`src/rtl/fsm_seq_detect_pkg.sv`:
```
// Shared definitions for the parametrised Moore sequence detector.
//
// Contents:
//   stateWidth()     - bits needed to hold match progress 0..patternLen
//   S0               - "nothing matched" progress value
//   nextTable_t      - packed next-state table, indexed [progress][bit]
//   buildNextTable() - constant function that fills the table from the
//                      pattern, its length and the overlap mode
package fsm_seq_detect_pkg;

  localparam int MAX_LEN = 16;
  localparam int ENTRY_W = 5;
  localparam int S0      = 0;

  typedef logic [MAX_LEN:0][1:0][ENTRY_W-1:0] nextTable_t;

  function automatic int stateWidth(input int patternLen);
    return $clog2(patternLen + 1);
  endfunction

  // For every progress value k and incoming bit b, the new progress is the
  // longest suffix of (matched prefix . b) that is also a pattern prefix.
  // Without overlap, leaving the full-match state starts from an empty
  // history, so only the new bit counts. Entries above patternLen stay 0.
  function automatic nextTable_t buildNextTable(input logic [MAX_LEN-1:0] pattern,
                                                input int patternLen,
                                                input bit overlap);
    nextTable_t tbl;
    logic       hist [0:MAX_LEN];
    int         histLen;
    int         best;
    bit         same;
    tbl = '0;
    for (int i = 0; i <= MAX_LEN; i++) hist[i] = 1'b0;
    for (int k = 0; k <= patternLen; k++) begin
      for (int b = 0; b < 2; b++) begin
        if (k == patternLen && !overlap) begin
          hist[0] = b[0];
          histLen = 1;
        end else begin
          for (int i = 0; i < k; i++) hist[i] = pattern[patternLen-1-i];
          hist[k] = b[0];
          histLen = k + 1;
        end
        best = 0;
        for (int j = 1; j <= patternLen; j++) begin
          if (j <= histLen) begin
            same = 1'b1;
            for (int i = 0; i < j; i++) begin
              if (hist[histLen-j+i] != pattern[patternLen-1-i]) same = 1'b0;
            end
            if (same) best = j;
          end
        end
        tbl[k][b] = ENTRY_W'(best);
      end
    end
    return tbl;
  endfunction

endpackage

```
`src/rtl/fsm_seq_sat_counter.sv`:
```
// Saturating event counter used for status reporting.
//
// Ports:
//   clk_in - clock, rising edge
//   rst_in - synchronous active-high reset (highest priority)
//   clr    - synchronous clear to zero
//   inc    - add one unless already saturated
//   count  - current count, sticks at all ones
//   sat    - high while count is all ones
module fsm_seq_sat_counter #(
  parameter int CNT_W = 8
) (
  input  logic             clk_in,
  input  logic             rst_in,
  input  logic             clr,
  input  logic             inc,
  output logic [CNT_W-1:0] count,
  output logic             sat
);

  // Saturation is a pure decode of the count so it tracks it with no lag.
  assign sat = &count;

  // Reset and clear both return to zero; increments stop at all ones.
  always_ff @(posedge clk_in) begin
    if (rst_in || clr) begin
      count <= '0;
    end else if (inc && !sat) begin
      count <= count + 1'b1;
    end
  end

endmodule

```
`src/rtl/fsm_moore_seq_detect.sv`:
```
// Parametrised Moore serial-pattern detector with saturating match count.
//
// Ports:
//   clk_in          - clock, rising edge
//   rst_in          - synchronous active-high reset
//   sample_in       - qualifier; sequence_in is consumed only when high
//   sequence_in     - serial data bit, PATTERN MSB arrives first
//   clear_in        - synchronous restart of detection and count
//   smile_out       - high while the registered state is the full-match state
//   match_count_out - matches since reset/clear, saturating
//   count_sat_out   - high while the count is all ones
//   dbg_state_out   - copy of the progress register, only present when
//                     FSM_MOORE_SEQ_DETECT_DBG_STATE_EN is defined
module fsm_moore_seq_detect
  import fsm_seq_detect_pkg::*;
#(
  parameter int                     PATTERN_LEN = 2,
  parameter logic [PATTERN_LEN-1:0] PATTERN     = 2'b01,
  parameter bit                     OVERLAP     = 1'b1,
  parameter int                     CNT_W       = 8
) (
  input  logic             clk_in,
  input  logic             rst_in,
  input  logic             sample_in,
  input  logic             sequence_in,
  input  logic             clear_in,
  output logic             smile_out,
  output logic [CNT_W-1:0] match_count_out,
  output logic             count_sat_out
`ifdef FSM_MOORE_SEQ_DETECT_DBG_STATE_EN
  ,
  output logic [stateWidth(PATTERN_LEN)-1:0] dbg_state_out
`endif
);

  localparam int SW = stateWidth(PATTERN_LEN);
  typedef logic [SW-1:0] state_t;

  localparam state_t     S_IDLE     = state_t'(S0);
  localparam state_t     S_MATCH    = state_t'(PATTERN_LEN);
  localparam nextTable_t NEXT_TABLE = buildNextTable(MAX_LEN'(PATTERN), PATTERN_LEN, OVERLAP);

  if (PATTERN_LEN < 2 || PATTERN_LEN > MAX_LEN) begin : g_bad_len
    $error("fsm_moore_seq_detect: PATTERN_LEN must be in 2..16");
  end

  state_t             state_q;
  state_t             state_d;
  logic               stateValid;
  logic               matchInc;
  logic [ENTRY_W-1:0] tblIdx;

  // Next progress comes straight from the elaborated table; encodings above
  // the full-match value are treated as corrupt and steered back to idle.
  always_comb begin
    tblIdx     = ENTRY_W'(state_q);
    stateValid = (state_q <= S_MATCH);
    state_d    = state_t'(NEXT_TABLE[tblIdx][sequence_in]);
    if (!stateValid) state_d = S_IDLE;
    matchInc   = sample_in && stateValid && (state_d == S_MATCH) && !clear_in && !rst_in;
  end

  // Reset beats clear beats sampling; a corrupt state recovers even when
  // no bit is being accepted.
  always_ff @(posedge clk_in) begin
    if (rst_in || clear_in) begin
      state_q <= S_IDLE;
    end else if (!stateValid) begin
      state_q <= S_IDLE;
    end else if (sample_in) begin
      state_q <= state_d;
    end
  end

  assign smile_out = (state_q == S_MATCH);

`ifdef FSM_MOORE_SEQ_DETECT_DBG_STATE_EN
  assign dbg_state_out = state_q;
`endif

  fsm_seq_sat_counter #(
    .CNT_W(CNT_W)
  ) u_counter (
    .clk_in(clk_in),
    .rst_in(rst_in),
    .clr   (clear_in),
    .inc   (matchInc),
    .count (match_count_out),
    .sat   (count_sat_out)
  );

endmodule
```
`config.mk`:
```
export PLATFORM = sky130hd
export DESIGN_NAME = fsm_moore_seq_detect
export DESIGN_NICKNAME = d
export VERILOG_FILES = /design/src/rtl/fsm_seq_detect_pkg.sv /design/src/rtl/fsm_seq_sat_counter.sv /design/src/rtl/fsm_moore_seq_detect.sv
export SDC_FILE = /design/constraint.sdc
export NUM_CORES = 1
export LEC_CHECK = 0
export BUFFER_PORTS_ARGS = -buffer_cell sky130_fd_sc_hd__buf_2
export CAP_MARGIN = 25
export CORE_AREA = 2 2 39 41
export DETAILED_ROUTE_END_ITERATION = 8
export DIE_AREA = 0 0 41 43
export GPL_TIMING_DRIVEN = 0
export PLACE_DENSITY = 0.57
export SETUP_SLACK_MARGIN = 0.4
export SLEW_MARGIN = 20
export SYNTH_ARGS = -nofsm -noshare
export SYNTH_HDL_FRONTEND = slang
export SYNTH_SLANG_ARGS = --single-unit
```
`constraint.sdc`:
```
create_clock -name clk_in -period 2.4 [get_ports clk_in]
set_clock_uncertainty 0.2 [all_clocks]
set_input_delay 0.24 -clock clk_in [delete_from_list [all_inputs] [get_ports clk_in]]
set_output_delay 0.24 -clock clk_in [all_outputs]
set_load 0.02 [all_outputs]
```
Word level (Yosys, flattened, before mapping)
Cells that the tools add are included.

operators by class
  multiply operators = 0
  eq/ne operators = 2
  reduce and logical (&&, ||, !) cells = 11
  shift-type cells = 0
  add/sub/neg operators = 1
  bitwise logic cells = 1
  mux-type cells = 5
  div/mod/pow operators = 0
  order comparisons = 3

operators with widths
  kind                                                                  count
  10-bit binary-select mux with 2-bit select                            1
  8-bit by 1-bit adder with 8-bit output, second input constant         1
  8-bit AND reduction                                                   1
  7-bit two-way mux                                                     1
  2-bit by 6-bit < comparator with 1-bit output, second input constant  1
  2-bit two-way mux                                                     3
  1-bit logical AND                                                     5
  2-bit equality test, second input constant                            2
  1-bit logical NOT                                                     3
  2-bit less-or-equal comparator, second input constant                 1
  1-bit by 2-bit < comparator with 1-bit output, second input constant  1
  2-bit OR reduction                                                    1
  1-bit logical OR                                                      1
  1-bit inverter                                                        1

word-level totals
  register bits = 10
  logic and storage cells = 25
  memories kept = 0
  ROM bits = 0
  output and inout port bits = 10
  memory bits (writable) = 0
  bits in latches = 0

Depth between registers and ports, before layout
  word-level depth = 10
  mapped depth = 5
  mapped depth without buffers = 5

Cells and area by module
From an unflattened synthesis, not the netlist that was laid out.

second synthesis, totals
  cell total of the unflattened synthesis = 59
  area, all modules = 529.3 um2

modules (own cells, without submodules)
  module                seq. area each (um2)  instances  cells each  area each (um2)
  fsm_seq_sat_counter   160.2                 1          49          425.4
  fsm_moore_seq_detect  40.0                  1          10          103.8

Least setup slack after synthesis
OpenSTA, ideal clock, no wires.

  path kind = reg2reg
  from = register u_counter.count[0]
  to = register u_counter.count[1]
  cell stages (with the launch flop) = 6
  slack = 750 ps
  period minus slack after synthesis = 1,650 ps
  path buffers = 0
  arrival time = 1,322 ps
  cells stage by stage = dfxtp_1 -> ha_1 -> nand3_1 -> o21ai_1 -> mux2i_1 -> nor2_1

between the ends
  word-level cells in the longest chain between the ends = 3
  elaborated cells on any way between the ends = 4

RTL lines
  item                                                                            RTL line                   text
  from (decl)                                                                     fsm_seq_sat_counter.sv:17  output logic [CNT_W-1:0] count,
  from (signal assigned)                                                          fsm_seq_sat_counter.sv:29  count <= count + 1'b1;
  branches (longest 3 deep; another with 8-bit by 1-bit adder with 8-bit output)  n/a

Several ways; the timed one is not identified.
A chain may end at the register's enable or synchronous reset.

Final worst setup path
  from = register u_counter.count[0]
  to = output count_sat_out

between the ends
  word-level cells in the longest chain between the ends = 1

RTL lines
  item                 RTL line                    text
  8-bit AND reduction  fsm_seq_sat_counter.sv:22   assign sat = &count;
  to (decl)            fsm_moore_seq_detect.sv:29  output logic count_sat_out

No other way between the ends.

==> flow_summary.yaml <==
setup_path:
  r2r_end: "u_counter.count[1]"
  timing.critical_path.arrival_ns: 1.34
  critical_path.reg2reg.startpoint: "u_counter.count[0]"
  timing.critical_path.required_ns: 1.96
  timing.reg2reg.setup_slack_ns: 0.77
  cp_endpoint_kind: "output pin"
  worstPathMaxFanout: 4
  worstRegToRegCells: 5
  critPathKind: "flip-flop to output pin"
  worstSetupStartpoint: "u_counter.count[0]"
  setup.worst_path.start_class: "flip-flop"
sta:
  report.final.setup_viol: 0
  timing.setup.tns_ns: 0
  timing.final.max_slew_violations: 0
  max_freq_mhz: 563
  final_period_minus_worst_setup_slack_ns: 1.78
  worst-slew-pin-transition_ns: 0.434
  timing_hold_violations_final: 0
  rsz0062_at_grt: "no"
  holdWs_ns: 0.112
  timing.final.crit_share_pct: 74.1
  max_slew_margin_pct: 71.1
power_and_ir_drop:
  power.switching_fraction_pct: 21.1
  net-switching-power_mw: 0.0618
  power.ir.vdd_worst_v: 0.000194
  share_clk_of_total_power_pct: 38.3
  p_int_mw: 0.231
  p_per_area_mw_per_mm2: 473
  post-layout-total-power_mw: 0.293
  leakagePower_nw: 0.286
  sequentialPowerShare_pct: 57.2
  p_comb_share_pct: 4.5
synthesis:
  yosysUniqueCellTypes: 26
  ys_top_cells_by_area: "sky130_fd_sc_hd__dfxtp_1 (41%), sky130_fd_sc_hd__xor2_1 (9.0%), sky130_fd_sc_hd__nor2_1 (6.2%)"
  synth-edff-count: 0
  synth.net_count: 61
  synthXorXnorAreaFrac_pct: 9.00
  async_reset_ff_share_pct: 0
  syn_area_per_cell_um2: 8.85
  yosysWarningCount: 0
  ys_dominant_reg_cell: "sky130_fd_sc_hd__dfxtp_1"
  netlist_top_cells_count: "sky130_fd_sc_hd__dfxtp_1 (10), sky130_fd_sc_hd__nor2_1 (8), sky130_fd_sc_hd__xor2_1 (5)"
  yosys.area.top_type: "sky130_fd_sc_hd__dfxtp_1"
  synth_compound_gate_area_share_pct: 16.2
  mappedNetlistArea_um2: 487
  synthSimpleGateAreaFrac_pct: 26.0
  synth_top_cell_area_share_pct: 41.1
  synth.area.mux_share_pct: 2.06
  synthesis.instances: 55
  combinational_family_with_the_most_area_after_synthesis: "simple AND/OR/NAND/NOR gates"
  synthMostInstantiatedCell: "sky130_fd_sc_hd__dfxtp_1"
  post_synth_fa_ha_maj_area_fraction_pct: 2.57
  synth_seq_cells: 10
  seq_area_frac_synth_pct: 41.1
flow_run:
  cap_viol_max_count: 0
routing:
  via_count: 463
  first_iter_violations: 1
  ant_nets: 0
  drt_first_pass_iters: 2
  totalWireLength_um: 997
  routed_wire_length_per_instance_um: 11.1
  detailed_route_vias_per_instance: 5.14
  drt_drc_violations_left: 0
final_layout:
  nets: 82
  n_antenna_cell: 0
  final_cells: 90
  layout-area-overhead-vs-synth_pct: 27.2
  layout.core_utilization_pct: 44.8
  final.fill_count: 156
  drive_gt1_share_pct: 27.0
floorplan:
  chipWidth_um: 41
  design.portCount: 15
  initial_utilization_pct: 35.2
  design.die.area_mm2: 0.00176
  chipHeight_um: 43
  core_area_mm2: 0.00138
  placement_rows: 14
placed_design:
  placed_cells: 85
  numPortBuffers: 14
  hpwl_um: 728
  rd_place_congestion: 0.658
clocking:
  cts_max_path_buffers: 2
  cts.clk_slew.worst_paths_ns: 0.06
  clock-sinks: 10
  post-cts-setup-buffer-count: 0
  cts_tree: "yes"
  clk_root_buffer_cell: "sky130_fd_sc_hd__clkbuf_4"
  htree_num_levels: 1
  clk-insertion-delay-late_ns: 0.26
  inserted_clock_buffers: 3
global_route:
  antenna_violations_before_repair: 0
  global_route.overflow_total: 0
  global_route_wire_length_before_repair_um: 1680
  globalRouteTotalUtil_pct: 14.2
  grt_pass1_vias: 411
  grt_start_max_net_pins: 11
worst_hold_path:
  hold_class: "input pin to flip-flop"
  holdCritStartpoint: "sample_in"
  timing.hold.worst_path_depth: 4
  hold_path_end: "state_q[1]"
run_status:
  run_status: "finished, final reports clean"
-- stage by stage --
| stage | area (um^2) | worst slack [ns] |
|---|---|---|
| floorplan | 487 | 0.750 |
| global placement | 577 | 0.790 |
| detailed placement | 577 | 0.804 |
| CTS | 619 | 0.615 |
| global route | 619 | 0.516 |
| finish | 619 | 0.622 |
-- repair_timing --
action,in CTS,in global routing
resized for setup,0,0
endpoints found under the hold margin,1,0
hold buffers,2,0
-- critical path, stage by stage, from the launching register on --
cell	delay, ns
sky130_fd_sc_hd__dfxtp_1	0.39
sky130_fd_sc_hd__ha_1	0.23
sky130_fd_sc_hd__nand3_1	0.17
sky130_fd_sc_hd__nor2_1	0.12
sky130_fd_sc_hd__buf_2	0.17
-- how the worst max path moves through the flow --
| stage | to | depth (start not counted) |
|---|---|---|
| floorplan | u_counter.count[1] | 5 |
| global placement | u_counter.count[1] | 5 |
| CTS | count_sat_out | 4 |
| finish | count_sat_out | 4 |
| detailed placement | u_counter.count[1] | 5 |
| global route | count_sat_out | 4 |
-- per-layer routing --
| layer | GRT usage (%) | up-vias | share of wire [%] |
|---|---|---|---|
| li1 | - | 235 | - |
| met1 | 17.4 | 210 | 48 |
| met2 | 21.9 | 14 | 46 |
| met3 | 4.71 | 4 | 4.7 |
| met4 | 6.00 | 0 | 1.7 |
| met5 | 0 | - | 0 |
-- sequential cells by signal, summed over array words and instances, names as in the netlist --
register / cells
state_q: 2
u_counter.count: 8
-- layout make-up --
cell class                      count  area, um^2  area share, %
Sequential cell                    10         200           32.3
Inverter                            1        3.75          0.606
Tap cell                           16        20.0           3.23
Multi-Input combinational cell     42         272           43.8
Buffer                              2        11.3           1.82
Clock buffer                        3        22.5           3.64
Timing Repair Buffer               16        90.1           14.5
-- power groups by stage --
stage | combinational, mW | sequential [mW] | clock [mW]
after CTS | 0.0133 | 0.168 | 0.119
final | 0.0131 | 0.168 | 0.112
after global placement | 0.0110 | 0.171 | 0
after floorplan | 0.00577 | 0.171 | 0
after detailed placement | 0.0111 | 0.172 | 0
after global routing | 0.0148 | 0.168 | 0.130
-- cells by family after synthesis --
| group | after synthesis |
|---|---|
| buffers and inverters | 3 |
| muxes | 1 |
| DFF | 10 |
| xor gates and xnor gates | 5 |
| AOI/OAI and AO/OA | 12 |
| and+or+nand+nor | 23 |
| adders and majority gates | 1 |
-- cells in the final DEF (no fill, tap or decap) --
cell type	Yosys	routed
sky130_fd_sc_hd__a21oi_1	3	3
sky130_fd_sc_hd__nand3_1	2	2
sky130_fd_sc_hd__dlygate4sd3_1	0	2
sky130_fd_sc_hd__clkbuf_1	1	1
sky130_fd_sc_hd__clkbuf_4	0	3
sky130_fd_sc_hd__inv_1	1	1
sky130_fd_sc_hd__o2111ai_1	1	1
sky130_fd_sc_hd__nand4_1	1	1
sky130_fd_sc_hd__ha_1	1	1
sky130_fd_sc_hd__o21ai_0	3	3
sky130_fd_sc_hd__and2_1	1	1
sky130_fd_sc_hd__mux2i_1	1	1
sky130_fd_sc_hd__buf_4	1	1
sky130_fd_sc_hd__nand2_1	3	3
sky130_fd_sc_hd__xor2_1	5	5
sky130_fd_sc_hd__buf_2	0	14
sky130_fd_sc_hd__nor2_1	8	8
sky130_fd_sc_hd__o21ai_1	1	1
sky130_fd_sc_hd__and3_1	1	1
sky130_fd_sc_hd__o211ai_1	2	2
sky130_fd_sc_hd__or3_1	2	2
sky130_fd_sc_hd__and4_1	1	1
sky130_fd_sc_hd__or2_1	1	1
sky130_fd_sc_hd__dfxtp_1	10	10
sky130_fd_sc_hd__nand4_2	1	1
sky130_fd_sc_hd__o211ai_2	1	1
sky130_fd_sc_hd__a211oi_1	1	1
sky130_fd_sc_hd__nor2b_1	1	1
sky130_fd_sc_hd__and4b_1	1	1
No activity file was read; power rests on OpenSTA's default activity.
